### config.mk
export PLATFORM = sky130hd
export DESIGN_NAME = i2c_txn_arbiter_flat
export DESIGN_NICKNAME = d
export VERILOG_FILES = /design/src/rtl/i2c_txn_arbiter_if.sv /design/src/rtl/i2c_txn_arbiter.sv /design/src/flat_wrapper.sv
export SDC_FILE = /design/constraint.sdc
export NUM_CORES = 1
export LEC_CHECK = 0
export ABC_AREA = 1
export BUFFER_PORTS_ARGS = -buffer_cell sky130_fd_sc_hd__buf_2
export CORE_ASPECT_RATIO = 1.4
export CORE_UTILIZATION = 42
export DETAILED_ROUTE_END_ITERATION = 16
export MAX_ROUTING_LAYER = met4
export PLACE_DENSITY = 0.77
export SLEW_MARGIN = 25
export SYNTH_ARGS = -nofsm -noshare
export SYNTH_HDL_FRONTEND = slang
export SYNTH_SLANG_ARGS = --single-unit
### constraint.sdc
create_clock -name sys_clk -period 1.75 [get_ports sys_clk]
set_input_delay 0 -clock sys_clk [delete_from_list [all_inputs] [get_ports sys_clk]]
set_output_delay 0 -clock sys_clk [all_outputs]
set_load 0.03 [all_outputs]
### src/rtl/i2c_txn_arbiter_if.sv
// i2c_txn_arbiter_if: requester-side and engine-side signals of the I2C
// transaction arbiter. The master modport is the arbiter's view; the slave
// modport is the view of the surrounding clients and byte engine.
interface i2c_txn_arbiter_if #(
    parameter int NREQ   = 4,
    parameter int ADDR_W = 7
);
    // requester side
    logic [NREQ-1:0]        req;
    logic [NREQ*ADDR_W-1:0] req_addr;
    logic [NREQ-1:0]        req_rw;
    logic [NREQ*8-1:0]      req_wdata;
    logic [NREQ-1:0]        gnt;
    logic [NREQ-1:0]        done;
    logic [7:0]             rdata;
    logic                   nack;
    logic                   timeout;
    // engine side
    logic                   eng_start;
    logic [ADDR_W-1:0]      eng_addr;
    logic                   eng_rw;
    logic [7:0]             eng_wdata;
    logic                   eng_abort;
    logic                   eng_busy;
    logic                   eng_done;
    logic [7:0]             eng_rdata;
    logic                   eng_nack;

    modport master (
        input  req, req_addr, req_rw, req_wdata,
        input  eng_busy, eng_done, eng_rdata, eng_nack,
        output gnt, done, rdata, nack, timeout,
        output eng_start, eng_addr, eng_rw, eng_wdata, eng_abort
    );

    modport slave (
        output req, req_addr, req_rw, req_wdata,
        output eng_busy, eng_done, eng_rdata, eng_nack,
        input  gnt, done, rdata, nack, timeout,
        input  eng_start, eng_addr, eng_rw, eng_wdata, eng_abort
    );
endinterface

### src/rtl/i2c_txn_arbiter.sv
// i2c_txn_arbiter: round-robin sharing of one I2C byte engine among NREQ
// requesters. Flow per transaction: IDLE (arbitrate) -> LAUNCH (start pulse)
// -> WAIT (engine running) -> RESP (done pulse) -> IDLE.
// Optional macro I2C_TIMEOUT_EN adds a WAIT watchdog that aborts the engine
// after TIMEOUT_CYC cycles; without it WAIT is unbounded and timeout/eng_abort
// stay low.
module i2c_txn_arbiter #(
    parameter int NREQ        = 4,
    parameter int ADDR_W      = 7,
    parameter int TIMEOUT_CYC = 1024
) (
    input  logic             sys_clk,
    input  logic             sys_rst,
    i2c_txn_arbiter_if.master bus
);

    localparam int IDX_W = (NREQ > 1) ? $clog2(NREQ) : 1;

    localparam logic [1:0] ST_IDLE   = 2'd0;
    localparam logic [1:0] ST_LAUNCH = 2'd1;
    localparam logic [1:0] ST_WAIT   = 2'd2;
    localparam logic [1:0] ST_RESP   = 2'd3;

    localparam logic [NREQ-1:0]  ONE_HOT0  = {{(NREQ-1){1'b0}}, 1'b1};
    localparam logic [IDX_W-1:0] LAST_INIT = IDX_W'(NREQ - 1);

`ifdef I2C_TIMEOUT_EN
    localparam logic [15:0] CNT_LIMIT = 16'(TIMEOUT_CYC - 1);
    logic [15:0] cnt_r;
`endif

    logic [1:0]        state_r;
    logic [IDX_W-1:0]  idx_r;
    logic [IDX_W-1:0]  last_r;
    logic [NREQ-1:0]   gnt_r;
    logic [NREQ-1:0]   done_r;
    logic [7:0]        rdata_r;
    logic              nack_r;
    logic              timeout_r;
    logic              eng_start_r;
    logic [ADDR_W-1:0] eng_addr_r;
    logic              eng_rw_r;
    logic [7:0]        eng_wdata_r;
    logic              eng_abort_r;

    logic              win_found_s;
    logic [IDX_W-1:0]  win_idx_s;
    logic [IDX_W-1:0]  cand_s;

    // Round-robin pick: first asserted request scanning last+1, last+2, ... mod NREQ
    always_comb begin
        win_found_s = 1'b0;
        win_idx_s   = '0;
        cand_s      = '0;
        for (int k = 1; k <= NREQ; k++) begin
            cand_s = IDX_W'((int'(last_r) + k) % NREQ);
            if (!win_found_s && bus.req[cand_s]) begin
                win_found_s = 1'b1;
                win_idx_s   = cand_s;
            end else begin
                win_found_s = win_found_s;
            end
        end
    end

    // Arbitration FSM, latched transaction fields and all registered outputs
    always_ff @(posedge sys_clk) begin
        if (!sys_rst) begin
            state_r     <= ST_IDLE;
            idx_r       <= '0;
            last_r      <= LAST_INIT;
            gnt_r       <= '0;
            done_r      <= '0;
            rdata_r     <= 8'h00;
            nack_r      <= 1'b0;
            timeout_r   <= 1'b0;
            eng_start_r <= 1'b0;
            eng_addr_r  <= '0;
            eng_rw_r    <= 1'b0;
            eng_wdata_r <= 8'h00;
            eng_abort_r <= 1'b0;
`ifdef I2C_TIMEOUT_EN
            cnt_r       <= 16'd0;
`endif
        end else begin
            // pulses default low; each state raises its own for one cycle
            done_r      <= '0;
            eng_start_r <= 1'b0;
            timeout_r   <= 1'b0;
            eng_abort_r <= 1'b0;
            case (state_r)
                ST_IDLE: begin
                    if (win_found_s && !bus.eng_busy) begin
                        idx_r       <= win_idx_s;
                        gnt_r       <= ONE_HOT0 << win_idx_s;
                        eng_addr_r  <= bus.req_addr[int'(win_idx_s) * ADDR_W +: ADDR_W];
                        eng_rw_r    <= bus.req_rw[win_idx_s];
                        eng_wdata_r <= bus.req_wdata[int'(win_idx_s) * 8 +: 8];
                        state_r     <= ST_LAUNCH;
                    end else begin
                        state_r     <= ST_IDLE;
                    end
                end
                ST_LAUNCH: begin
                    eng_start_r <= 1'b1;
                    state_r     <= ST_WAIT;
`ifdef I2C_TIMEOUT_EN
                    cnt_r       <= 16'd0;
`endif
                end
                ST_WAIT: begin
                    // a completion in the expiry cycle takes precedence over the abort
                    if (bus.eng_done) begin
                        rdata_r <= bus.eng_rdata;
                        nack_r  <= bus.eng_nack;
                        done_r  <= ONE_HOT0 << idx_r;
                        gnt_r   <= '0;
                        state_r <= ST_RESP;
                    end
`ifdef I2C_TIMEOUT_EN
                    else if (cnt_r == CNT_LIMIT) begin
                        rdata_r     <= 8'h00;
                        nack_r      <= 1'b1;
                        done_r      <= ONE_HOT0 << idx_r;
                        gnt_r       <= '0;
                        timeout_r   <= 1'b1;
                        eng_abort_r <= 1'b1;
                        state_r     <= ST_RESP;
                    end else begin
                        cnt_r   <= cnt_r + 16'd1;
                        state_r <= ST_WAIT;
                    end
`else
                    else begin
                        state_r <= ST_WAIT;
                    end
`endif
                end
                ST_RESP: begin
                    last_r  <= idx_r;
                    state_r <= ST_IDLE;
                end
                default: begin
                    state_r <= ST_IDLE;
                end
            endcase
        end
    end

    assign bus.gnt       = gnt_r;
    assign bus.done      = done_r;
    assign bus.rdata     = rdata_r;
    assign bus.nack      = nack_r;
    assign bus.timeout   = timeout_r;
    assign bus.eng_start = eng_start_r;
    assign bus.eng_addr  = eng_addr_r;
    assign bus.eng_rw    = eng_rw_r;
    assign bus.eng_wdata = eng_wdata_r;
    assign bus.eng_abort = eng_abort_r;

endmodule

### src/flat_wrapper.sv
// flat-port wrapper written by rule: the top's interface ports become plain ports
module i2c_txn_arbiter_flat 
#(
    parameter int NREQ        = 4,
    parameter int ADDR_W      = 7,
    parameter int TIMEOUT_CYC = 1024
)
  (sys_clk, sys_rst, bus_req, bus_req_addr, bus_req_rw, bus_req_wdata, bus_eng_busy, bus_eng_done, bus_eng_rdata, bus_eng_nack, bus_gnt, bus_done, bus_rdata, bus_nack, bus_timeout, bus_eng_start, bus_eng_addr, bus_eng_rw, bus_eng_wdata, bus_eng_abort);
  i2c_txn_arbiter_if #(.NREQ(NREQ), .ADDR_W(ADDR_W)) bus_i ();
  input  logic sys_clk;
  input  logic sys_rst;
  input wire logic [$bits(bus_i.req)-1:0] bus_req;
  input wire logic [$bits(bus_i.req_addr)-1:0] bus_req_addr;
  input wire logic [$bits(bus_i.req_rw)-1:0] bus_req_rw;
  input wire logic [$bits(bus_i.req_wdata)-1:0] bus_req_wdata;
  input wire logic [$bits(bus_i.eng_busy)-1:0] bus_eng_busy;
  input wire logic [$bits(bus_i.eng_done)-1:0] bus_eng_done;
  input wire logic [$bits(bus_i.eng_rdata)-1:0] bus_eng_rdata;
  input wire logic [$bits(bus_i.eng_nack)-1:0] bus_eng_nack;
  output wire logic [$bits(bus_i.gnt)-1:0] bus_gnt;
  output wire logic [$bits(bus_i.done)-1:0] bus_done;
  output wire logic [$bits(bus_i.rdata)-1:0] bus_rdata;
  output wire logic [$bits(bus_i.nack)-1:0] bus_nack;
  output wire logic [$bits(bus_i.timeout)-1:0] bus_timeout;
  output wire logic [$bits(bus_i.eng_start)-1:0] bus_eng_start;
  output wire logic [$bits(bus_i.eng_addr)-1:0] bus_eng_addr;
  output wire logic [$bits(bus_i.eng_rw)-1:0] bus_eng_rw;
  output wire logic [$bits(bus_i.eng_wdata)-1:0] bus_eng_wdata;
  output wire logic [$bits(bus_i.eng_abort)-1:0] bus_eng_abort;
  assign bus_i.req = bus_req;
  assign bus_i.req_addr = bus_req_addr;
  assign bus_i.req_rw = bus_req_rw;
  assign bus_i.req_wdata = bus_req_wdata;
  assign bus_i.eng_busy = bus_eng_busy;
  assign bus_i.eng_done = bus_eng_done;
  assign bus_i.eng_rdata = bus_eng_rdata;
  assign bus_i.eng_nack = bus_eng_nack;
  assign bus_gnt = bus_i.gnt;
  assign bus_done = bus_i.done;
  assign bus_rdata = bus_i.rdata;
  assign bus_nack = bus_i.nack;
  assign bus_timeout = bus_i.timeout;
  assign bus_eng_start = bus_i.eng_start;
  assign bus_eng_addr = bus_i.eng_addr;
  assign bus_eng_rw = bus_i.eng_rw;
  assign bus_eng_wdata = bus_i.eng_wdata;
  assign bus_eng_abort = bus_i.eng_abort;
  i2c_txn_arbiter #(.NREQ(NREQ), .ADDR_W(ADDR_W), .TIMEOUT_CYC(TIMEOUT_CYC)) u_core (.sys_clk(sys_clk), .sys_rst(sys_rst), .bus(bus_i));
endmodule
==> results.toml, run 1 <==
[power]
vdd_drop_max_mv = 0.660
power.density_nw_per_um2 = 736
p_leak_nw = 1.91
power_mw = 2.63

[global_route]
grt_max_degree = 25
grt_pass1_vias = 2575
grt_usage_pct = 23.3
antenna_found_initial = 0
gr-total-overflow = 0
grt_pass1_wl_mm = 10.7

[route]
drt_wl_total_mm = 7.02
vias = 2781
drtPass1Iterations = 4
drt_drc_violations_left = 0
drtIter0Drc = 119
routed_via_density = 4.90
wl_per_cell_um = 12.4
ant_nets = 0

[critical_path]
worstPathRequired_ps = 1990
worstSetupPathType = "reg -> reg"
cp-end-kind = "register"
cp-start-kind = "register"
cp_max_fo = 8
crit_arrival_ps = 2070

[clocking]
clkTransAtPathRegs_ps = 90
h-tree-depth = 2
clk_latency_ps = 300
clock-root-buffer = "clkbuf_8"
cts.sinks = 40
clockBufferDepth = 2
cts_tree = "built"
cts_buffers = 5

[layout]
nets = 585
area_growth_pct = 48.2
drive_gt1_share_pct = 40.0
stdcell_count = 568
diodes = 0
utilization_pct = 64.8

[sta]
min_period_over_period_pct = 104
finalClockSkew_ps = 8.39
maxSlewViolCount = 0
rsz0062_at_grt = "true"
hold_viol_final = 0
setup_violations = 16
fmax_mhz = 548
post-route-min-period_ps = 1830
fin_ws_ps = -75.6

[floorplanning]
num_rows = 32
die_area_um2 = 6060
core_area_um2 = 5530
start_util_pct = 43.7
num_io_pins = 117
chipHeight_um = 91.7
die_w_um = 66.1

[place]
gp_congestion = 0.851
dp_hpwl_mm = 5.08
placedCellCount = 544
io_buffers = 114
dp_slack_ps = -158

[synthesis]
synthAdderAreaFrac_pct = 2.59
synthCells = 363
synth_compound_area_share_pct = 9.37
ys_seq_area_share_pct = 33.1
avgSynthCellArea_um2 = 6.66
syn-cell-area_um2 = 2420
synthDistinctLibCells = 29
synth-seq-cells = 40
synth-simple-area-share_pct = 44.7
synth_top_family_by_area = "simple AND/OR/NAND/NOR gates"
synth_mux_area_share_pct = 0
yosysWarnings = 0
synth-xor-area-share_pct = 0

[outcome]
status = "complete, but fails checks"
violations = "setup timing"

[min_path]
hp-class = "in -> reg"

[flow_run]
cap_violations = 0
==> where the power goes <==
part | switching (mW) | internal, mW | total (mW) | leakage [nW]
registers | 0.0391 | 0.971 | 1.01 | 0.327
logic | 0.496 | 0.352 | 0.848 | 1.53
clock network | 0.348 | 0.430 | 0.777 | 0.0583
==> cell families (layout without fill, tap and decap cells) <==
logic type,count (synthesis),after routing
simple gates,230,230
buf+inv,45,181
fa+ha+maj,5,5
other cells,1,2
compound gates,42,42
flops,40,40
==> worst paths after layout <==
path	from	end	slack, ps	cells past startpoint
max	u_core.last_r[0]	u_core.bus.eng_rw	-80	14
min	bus_req_addr[3]	u_core.bus.eng_addr[3]	6	5
max reg2reg	u_core.last_r[0]	u_core.bus.eng_rw	-80	14
min reg2reg	u_core.bus.gnt[1]	u_core.bus.gnt[1]	460	2
==> Yosys cell counts <==
cell type	count	area (um2)
a21oi_1	10	50.1
a31oi_1	1	6.26
buf_1	1	3.75
buf_2	4	20.0
buf_4	5	37.5
buf_6	4	45.0
buf_8	1	15.0
clkbuf_1	6	22.5
conb_1	1	3.75
dfxtp_1	40	801
ha_1	5	62.6
inv_1	17	63.8
inv_2	5	18.8
inv_4	1	6.26
inv_6	1	8.76
nand2_1	96	360
nand2_2	8	50.1
nand2_4	2	22.5
nand2_8	1	20.0
nand3_1	61	305
nand3_2	9	90.1
nand3b_1	1	7.51
nand4_1	1	6.26
nor2_1	46	173
nor2_2	2	12.5
nor2_4	3	33.8
o21a_1	6	45.0
o21ai_0	24	120
o21ai_1	1	5.00
==> final cells by class <==
type	instances	area, um2
Clock buffer	5	68.8
Clock inverter	3	47.5
Multi-Input combinational cell	279	1520
Timing Repair Buffer	149	948
Fill cell	517	1950
Tap cell	68	85.1
Sequential cell	40	808
Inverter	24	103
==> critical path, cell delays in order (launching register included) <==
cell       delay [ps]
dfxtp_4           400
inv_8             110
nand2_4            60
nand2_4            80
nand2_4            50
nand2_4            80
inv_2              50
nand3_1            80
nand3_2           110
nor2_4            270
clkbuf_16         210
nand3_2            60
nand3_1            90
nor2_1             40
nor2_1             70
==> metal layers <==
layer / track usage (%) / routed length, um / up-vias
li1: - / - / 1439
met4: 9.57 / 177 / 0
met2: 42.9 / 3940 / 75
met5: - / 0 / -
met1: 23.5 / 2660 / 1249
met3: 4.10 / 240 / 18
==> layout by cell type, fill, tap and decap left out, drive strengths merged, types with 2 or more instances in the layout <==
cell type and n:
a21oi 10, buf 137, clkbuf 6, clkinv 2, conb 2, dfxtp 40
dlygate4sd3 11, ha 5, inv 24, nand2 107, nand3 70, nor2 51
o21a 6, o21ai 25
==> state kept, by name, indices dropped and copies added, names as in the netlist, 2 cells and up <==
| signal | cells |
|---|---|
| u_core.bus.done | 4 |
| u_core.bus.eng_addr | 7 |
| u_core.bus.eng_wdata | 8 |
| u_core.bus.gnt | 4 |
| u_core.bus.rdata | 8 |
| u_core.idx_r | 2 |
| u_core.last_r | 2 |
| u_core.state_r | 2 |
==> per-stage QoR <==
stage               TNS, ps  hold WS (ps)  cell area, um2
finish                 -779          6.47            3580
floorplan                 0           167            2420
CTS                 -0.0431          1.35            3390
global placement       -821           248            3140
detailed placement    -2510           256            3140
global route          -3070          32.5            3580
==> repair_timing <==
| item | 4_1_cts | 5_1_grt |
|---|---|---|
| gates resized for setup | 8 | 37 |
| buffers inserted | 0 | 4 |
| hold buffers | 11 | 0 |
| pin swaps | 1 | 24 |
| hold endpoints to repair | 11 | 0 |
| cloned | 0 | 1 |
| setup endpoints to repair | 22 | 22 |
Note: power is estimated with default switching activity, not from simulation.
==> run 2: changes to the inputs <==
--- a/config.mk
+++ b/config.mk
@@ -8,10 +8,10 @@
 export ABC_AREA = 1
 export BUFFER_PORTS_ARGS = -buffer_cell sky130_fd_sc_hd__buf_2
 export CORE_ASPECT_RATIO = 1.4
-export CORE_UTILIZATION = 42
+export CORE_UTILIZATION = 46
 export DETAILED_ROUTE_END_ITERATION = 16
 export MAX_ROUTING_LAYER = met4
-export PLACE_DENSITY = 0.77
+export PLACE_DENSITY = 0.8
 export SLEW_MARGIN = 25
 export SYNTH_ARGS = -nofsm -noshare
 export SYNTH_HDL_FRONTEND = slang
==> constraint.sdc (replaced) <==
create_clock -name sys_clk -period 1.9 [get_ports sys_clk]
set_input_delay 0 -clock sys_clk [delete_from_list [all_inputs] [get_ports sys_clk]]
set_output_delay 0 -clock sys_clk [all_outputs]
set_load 0.03 [all_outputs]
==> results.toml, run 2 (same netlist as run 1, synthesis figures left out) <==
[outcome]
status = "finished clean"

[critical_path]
worst_r2r_startpoint = "u_core.last_r[0]"
cp-end-kind = "register"
r2r_slack_ps = 130
crit_arrival_ps = 2010
cp_max_fo = 8
worstPathRequired_ps = 2130
worstRegToRegCells = 15
worstSetupPathType = "reg -> reg"
cp-start-kind = "register"
rr_endpoint = "u_core.bus.eng_wdata[1]"

[clocking]
cts_tree = "built"
h-tree-depth = 2
clk_latency_ps = 300
cts.sinks = 40
cts_buffers = 5
clock-root-buffer = "clkbuf_8"
clockBufferDepth = 2
clkTransAtPathRegs_ps = 80

[floorplanning]
num_io_pins = 117
chipHeight_um = 87.8
num_rows = 30
start_util_pct = 48.8
core_area_um2 = 4950
die_w_um = 63.3
die_area_um2 = 5550

[global_route]
gr-total-overflow = 0
grt_pass1_vias = 2597
grt_pass1_wl_mm = 10.7
antenna_found_initial = 0
grt_max_degree = 23
grt_usage_pct = 25.0

[route]
vias = 2803
routed_via_density = 5.02
drtPass1Iterations = 4
ant_nets = 0
wl_per_cell_um = 12.2
drt_drc_violations_left = 0
drtIter0Drc = 88
drt_wl_total_mm = 6.82

[layout]
nets = 579
stdcell_area_um2 = 3440
area_growth_pct = 42.5
multi_input_area_um2 = 1460
layout_commonest_cell = "buf_2"
diodes = 0
drive_gt1_share_pct = 38.3
final_cell_mix = "buf_2 (114), nand2_1 (87), nand3_1 (59)"
regArea_um2 = 806
stdcell_count = 558
fillers = 455

[min_path]
worstHoldPathCells = 5
min-delay-start = "bus_req_addr[18]"
worstHoldEndpoint = "u_core.bus.eng_addr[4]"
hp-class = "in -> reg"

[place]
dp_hpwl_mm = 5.11
placedCellCount = 538
io_buffers = 114
place_area_um2 = 3120
gp_congestion = 0.795

[power]
power.density_nw_per_um2 = 705
vdd_drop_max_mv = 0.407
power_mw = 2.43
p_leak_nw = 1.82

[sta]
finalClockSkew_ps = 5.89
hold_viol_final = 0
fmax_mhz = 565
maxSlewViolCount = 0
setup_violations = 0
whs_ps = 7.33
min_period_over_period_pct = 93.2
post-route-min-period_ps = 1770

[flow_run]
cap_violations = 0
## run 2: changes by cell type in the layout (fill, tap and decap cells not counted), sizes merged
cell	delta
buf	-3
clkinv	-1
dlygate4sd3	-2
## run 2: how the worst max path moves through the flow
stage                startpoint                 endpoint  slack (ps)  depth (start not counted)
2_1_floorplan  u_core.last_r[0]   u_core.bus.eng_addr[0]         190                         14
3_3_place_gp   u_core.last_r[0]  u_core.bus.eng_wdata[7]          -3                         13
3_5_place_dp   u_core.last_r[0]   u_core.bus.eng_addr[1]         -10                         14
4_1_cts        u_core.last_r[0]  u_core.bus.eng_wdata[1]          40                         13
5_1_grt        u_core.last_r[0]  u_core.bus.eng_wdata[0]         -20                         15
6_report       u_core.last_r[0]  u_core.bus.eng_wdata[1]         130                         15
## run 2: critical path: stages, from the launching register on
cell and delay (ps):
dfxtp_4 420, inv_8 60, nand2_2 70, nand2_2 70, nand2_4 80, nand2_4 60, nor2_4 110, nand3_4 90
nand2_4 100, nand2_8 90, buf_4 160, nor2_4 140, nand2_1 70, nand2_1 50, nor2_1 40, nor2_1 80
## run 2: per-layer routing
metal,wire (um),track usage [%],share of wire (%),vias to the layer above
li1,-,-,-,1427
met1,2620,23.9,38,1265
met2,3770,49.5,55,96
met3,298,4.04,4.4,15
met4,140,9.71,2.1,0
met5,0,-,0,-
## run 2: metrics by stage
step | setup TNS [ps] | util [%] | worst slack [ps]
2_1_floorplan | 0 | - | 192
3_3_place_gp | -3.23 | 62.9 | -3.23
5_1_grt | -38.8 | 69.5 | -24.5
4_1_cts | 0 | 67.2 | 36.9
3_5_place_dp | -11.9 | 62.9 | -11.9
6_report | 0 | 69.5 | 129
## run 2: what timing repair did
action	4_1_cts	5_1_grt
hold buffers	9	0
pin swaps	0	8
buffers inserted	0	3
resized for setup	1	26
hold endpoints to repair	9	0
setup endpoints to repair	16	22
## run 2: layout make-up
class | count | area share [%]
Clock buffer | 6 | 2.40
Clock inverter | 2 | 1.13
Inverter | 24 | 2.91
Multi-Input combinational cell | 279 | 42.3
Sequential cell | 40 | 23.4
Tap cell | 64 | 2.33
Timing Repair Buffer | 143 | 25.5
## run 2: power by group
group / internal [mW] / switching [mW] / total [mW]
clock: 0.429 / 0.305 / 0.734
combinational: 0.310 / 0.451 / 0.761
sequential: 0.895 / 0.0347 / 0.930
